==> src/rtl/fluxo_ram_mem.sv <==
// Single-port matrix storage RAM with a registered, write-first read port.
// Each word has a valid bit, so reset clears the whole array in one edge without touching the data.
module fluxo_ram_mem #(
  parameter int DATA_WIDTH = 9,
  parameter int ADDR_WIDTH = 8,
  parameter int DEPTH      = 2 ** ADDR_WIDTH
) (
  input  logic                  clk,
  input  logic                  reset,
  input  logic [ADDR_WIDTH-1:0] endereco,
  input  logic [DATA_WIDTH-1:0] dado_entrada,
  input  logic                  grava,
  output logic [DATA_WIDTH-1:0] dado_saida
);

  logic [DATA_WIDTH-1:0] mem [DEPTH];
  logic [DEPTH-1:0]      word_vld;
  logic [DATA_WIDTH-1:0] rd_data_p1;

  function automatic logic [DATA_WIDTH-1:0] mask_word(input logic vld,
                                                      input logic [DATA_WIDTH-1:0] word);
    return vld ? word : '0;
  endfunction

  // The array has no reset. A write that lands while reset is high is harmless,
  // because the valid bit for that word stays clear and masks the stored value.
  always_ff @(posedge clk) begin
    if (grava)
      mem[endereco] <= dado_entrada;
  end

  always_ff @(posedge clk or posedge reset) begin
    if (reset)
      word_vld <= '0;
    else if (grava)
      word_vld[endereco] <= 1'b1;
  end

  // stage p1: registered output, write-first on write cycles
  always_ff @(posedge clk or posedge reset) begin
    if (reset)
      rd_data_p1 <= '0;
    else if (grava)
      rd_data_p1 <= dado_entrada;
    else
      rd_data_p1 <= mask_word(word_vld[endereco], mem[endereco]);
  end

  assign dado_saida = rd_data_p1;

endmodule

==> config.mk <==
export PLATFORM = sky130hd
export DESIGN_NAME = fluxo_ram_mem
export DESIGN_NICKNAME = d
export VERILOG_FILES = /design/src/rtl/fluxo_ram_mem.sv
export SDC_FILE = /design/constraint.sdc
export NUM_CORES = 2
export LEC_CHECK = 0
export ABC_CLOCK_PERIOD_IN_PS = 9200
export CAP_MARGIN = 10
export CORE_UTILIZATION = 55
export DETAILED_ROUTE_END_ITERATION = 7
export MAX_ROUTING_LAYER = met4
export PLACE_DENSITY = 0.8
export RECOVER_POWER = 100
export SLEW_MARGIN = 20
export SYNTH_ARGS = -nofsm -noshare
export SYNTH_HDL_FRONTEND = slang
export SYNTH_SLANG_ARGS = --single-unit
==> constraint.sdc <==
create_clock -name clk -period 9.2 [get_ports clk]
set_input_delay 1.84 -clock clk [delete_from_list [all_inputs] [get_ports clk]]
set_output_delay 1.84 -clock clk [all_outputs]
set_load 0.02 [all_outputs]
==> results.json <==
{
  "async_flop_share": 0.103,
  "die_w_um": 426,
  "netlist_area_um2": 98800,
  "drv_slew": 1324,
  "antenna_found_initial": 11,
  "cts_resized": 0,
  "register_area_um2": 75800,
  "setup_viol": 0,
  "critical_path.top_delay_family": "buffers and inverters",
  "wire_per_inst_um": 35.3,
  "ir_drop_v": 0.000197,
  "path_class": "in2reg",
  "syn_area_per_cell_um2": 21.4,
  "post-route-period-util": 0.832,
  "grt_use_total": 0.295,
  "final_common_cell": "edfxtp_1",
  "required_ns": 9.96,
  "swShare": 0.218,
  "firstDrtPassIters": 6,
  "fin_skew_ns": 0.0821,
  "hold_class": "reg2reg",
  "max_stage_delay_ns": 2.62,
  "multi_input_area_um2": 21700,
  "max_freq_ghz": 0.131,
  "drt_wl_total_um": 257000,
  "nets": 4717,
  "synth_edf_count": 2304,
  "htreeDepth": 4,
  "critPathMaxFanout": 97,
  "grt_overflow": 0,
  "clkLatencyLatePin_ns": 0.88,
  "grt_pass1_vias": 50752,
  "fillers": 11569,
  "clkPwrFrac": 0.407,
  "grt_setup_unrepaired": "false",
  "p_leak_uw": 0.0357,
  "finalHoldViolations": 0,
  "power_density_nw_per_um2": 219,
  "place_hpwl_um": 141000,
  "drc_errors": 0,
  "cts.sinks": 2569,
  "coreArea_um2": 178000,
  "net-switching-power_uw": 5210,
  "gp_congestion": 0.906,
  "path_clk_slew_ns": 0.06,
  "yosysWarnings": 0,
  "worst_slew_pin_slew_ns": 5.64,
  "synth_area_leaders": "edfxtp_1 (70%), mux4_2 (15%), dfrtp_1 (6.7%)",
  "ys_seq_elements": 2569,
  "cts_made_buffers": 232,
  "grt_max_degree": 166,
  "post_cts_buffers": 0,
  "drt_iter0_markers": 8324,
  "cts_tree": "done",
  "fin_worst_hold_slack_ns": 0.461,
  "layout_common_cells": "edfxtp_1 (2304), mux4_2 (680), nor2_1 (270)",
  "hold_buffers": 0,
  "syn_nets": 4630,
  "syn_inst": 4610,
  "num_rows": 155,
  "synth_top_cell_area_share": 0.700,
  "period_needed_ns": 7.65,
  "ant_nets": 0,
  "intPower_uw": 18700,
  "path_buf_inv": 3,
  "seq_area_frac_synth": 0.767,
  "slew_headroom": -2.76,
  "area_growth_pct": 10.5,
  "port_buffers": 28,
  "combPwrFrac": 0.053,
  "root_buffer": "clkbuf_16",
  "yosys.area.top_type": "edfxtp_1",
  "stdcell_count": 7270,
  "die_y_um": 426,
  "seqPwrFrac": 0.540,
  "outcome": "finished with violations",
  "synthFlopType": "edfxtp_1",
  "placedCellCount": 6816,
  "dieArea_um2": 181000,
  "end_kind": "flop",
  "violations": "max-capacitance violations, max-slew violations",
  "clockBufferDepth": 3,
  "grt_pass1_wl_um": 368000,
  "path_cells": "buf_6 > buf_4 > nor2b_1 > clkbuf_2 > a22oi_1 > a21oi_1 > o41ai_1 > and4_1 > or2_2 > o21ai_0",
  "setup_tns_ns": 0,
  "cp_data_arrival_time_ns": 8.41,
  "startpoint_type": "input pin",
  "synth.distinct_cells": 49,
  "start_util": 0.554,
  "maxCapViolations": 19,
  "cpMaxStageDelayCell": "clkbuf_2",
  "vias": 50220,
  "num_io_pins": 29,
  "vias_per_cell": 6.91,
  "drive_gt1_frac": 0.282
}
-- cell type report --
class | instances | area share
clock inverters | 124 | 0.0117
multi-input cells | 1769 | 0.199
flip-flops and latches | 2569 | 0.694
clock buffers | 318 | 0.0586
repair buffers | 118 | 0.00959
inverters | 7 | 0.000252
well taps | 2355 | 0.0270
diodes | 10 | 0.000229
-- routing by layer --
layer / GRT usage / wire length (um) / vias to the layer above
met2: 0.441 / 121000 / 4089
li1: - / - / 19217
met4: 0.138 / 14700 / 0
met3: 0.0766 / 33400 / 798
met5: - / 0 / -
met1: 0.383 / 87300 / 26116
-- final timing paths --
check | depth (start not counted) | slack [ns] | startpoint | end
setup / recovery | 10 | 1.55 | endereco[3] | dado_saida[2]$_DFF_PP0_
setup reg to reg | 7 | 6.03 | mem[223][6]$_DFFE_PP_ | dado_saida[6]$_DFF_PP0_
max in group asynchronous | 3 | 5.04 | reset | word_vld[63]$_DFFE_PP0P_
hold / removal | 1 | 0.46 | word_vld[158]$_DFFE_PP0P_ | word_vld[158]$_DFFE_PP0P_
min in group asynchronous | 2 | 2.19 | reset | word_vld[234]$_DFFE_PP0P_
hold reg to reg | 1 | 0.46 | word_vld[158]$_DFFE_PP0P_ | word_vld[158]$_DFFE_PP0P_
-- power by group through the flow --
stage          sequential, uW  clock, uW  combinational [uW]
3_3_place_gp            13100          0                1200
3_5_place_dp            13100          0                1230
5_1_grt                 12900      10200                1300
6_report                12900       9740                1260
2_1_floorplan           13100          0                 716
4_1_cts                 12900       9770                1240
-- synth_stat cells, types with 3 or more instances --
cell type and instances:
a211oi_1 6, nor2_1 272, buf_2 81, o211ai_1 4, nand4_1 3, o21ai_1 5
mux2i_1 41, nor4_1 6, edfxtp_1 2304, nand2_1 69, o41ai_1 16, o22ai_1 4
nand2b_1 4, a2111oi_0 5, and2_1 4, and3_1 5, mux4_2 680, clkbuf_1 122
a32oi_1 5, buf_6 16, buf_1 17, a221oi_1 10, o221ai_1 3, inv_1 3
or2_2 258, dfrtp_1 265, o21ai_0 10, nor2b_1 19, a22oi_1 181, nor3_1 5
mux2_2 3, a31oi_1 5, nand3_1 33, a22o_1 5, a21oi_1 91, a41o_1 3
buf_4 29
-- stage by stage --
| stage | area, um^2 | total power [uW] | utilization | setup slack, ns |
|---|---|---|---|---|
| after global routing | 109000 | 24400 | 0.612 | 1.78 |
| after CTS | 109000 | 23900 | 0.613 | 3.96 |
| after floorplan | 98800 | 13800 | - | 0.0631 |
| after global placement | 102000 | 14300 | 0.570 | 3.12 |
| after detailed placement | 102000 | 14400 | 0.570 | 3.04 |
| final | 109000 | 23900 | 0.612 | 1.55 |
-- cells by family (layout without fill, tap and decap cells) --
family | count (synthesis) | count (layout) | share of synthesized area
and+or+nand+nor | 684 | 684 | 0.0343
AOI/OAI and AO/OA | 361 | 361 | 0.0255
buffers and inverters | 272 | 567 | 0.0137
DFF | 2569 | 2569 | 0.767
other | 0 | 10 | 0
muxes | 724 | 724 | 0.159
-- registers in the layout, summed over array words and instances (netlist names) --
name	flops
dado_saida	9
mem	2304
word_vld	256
(Power assumes the default switching activity.)
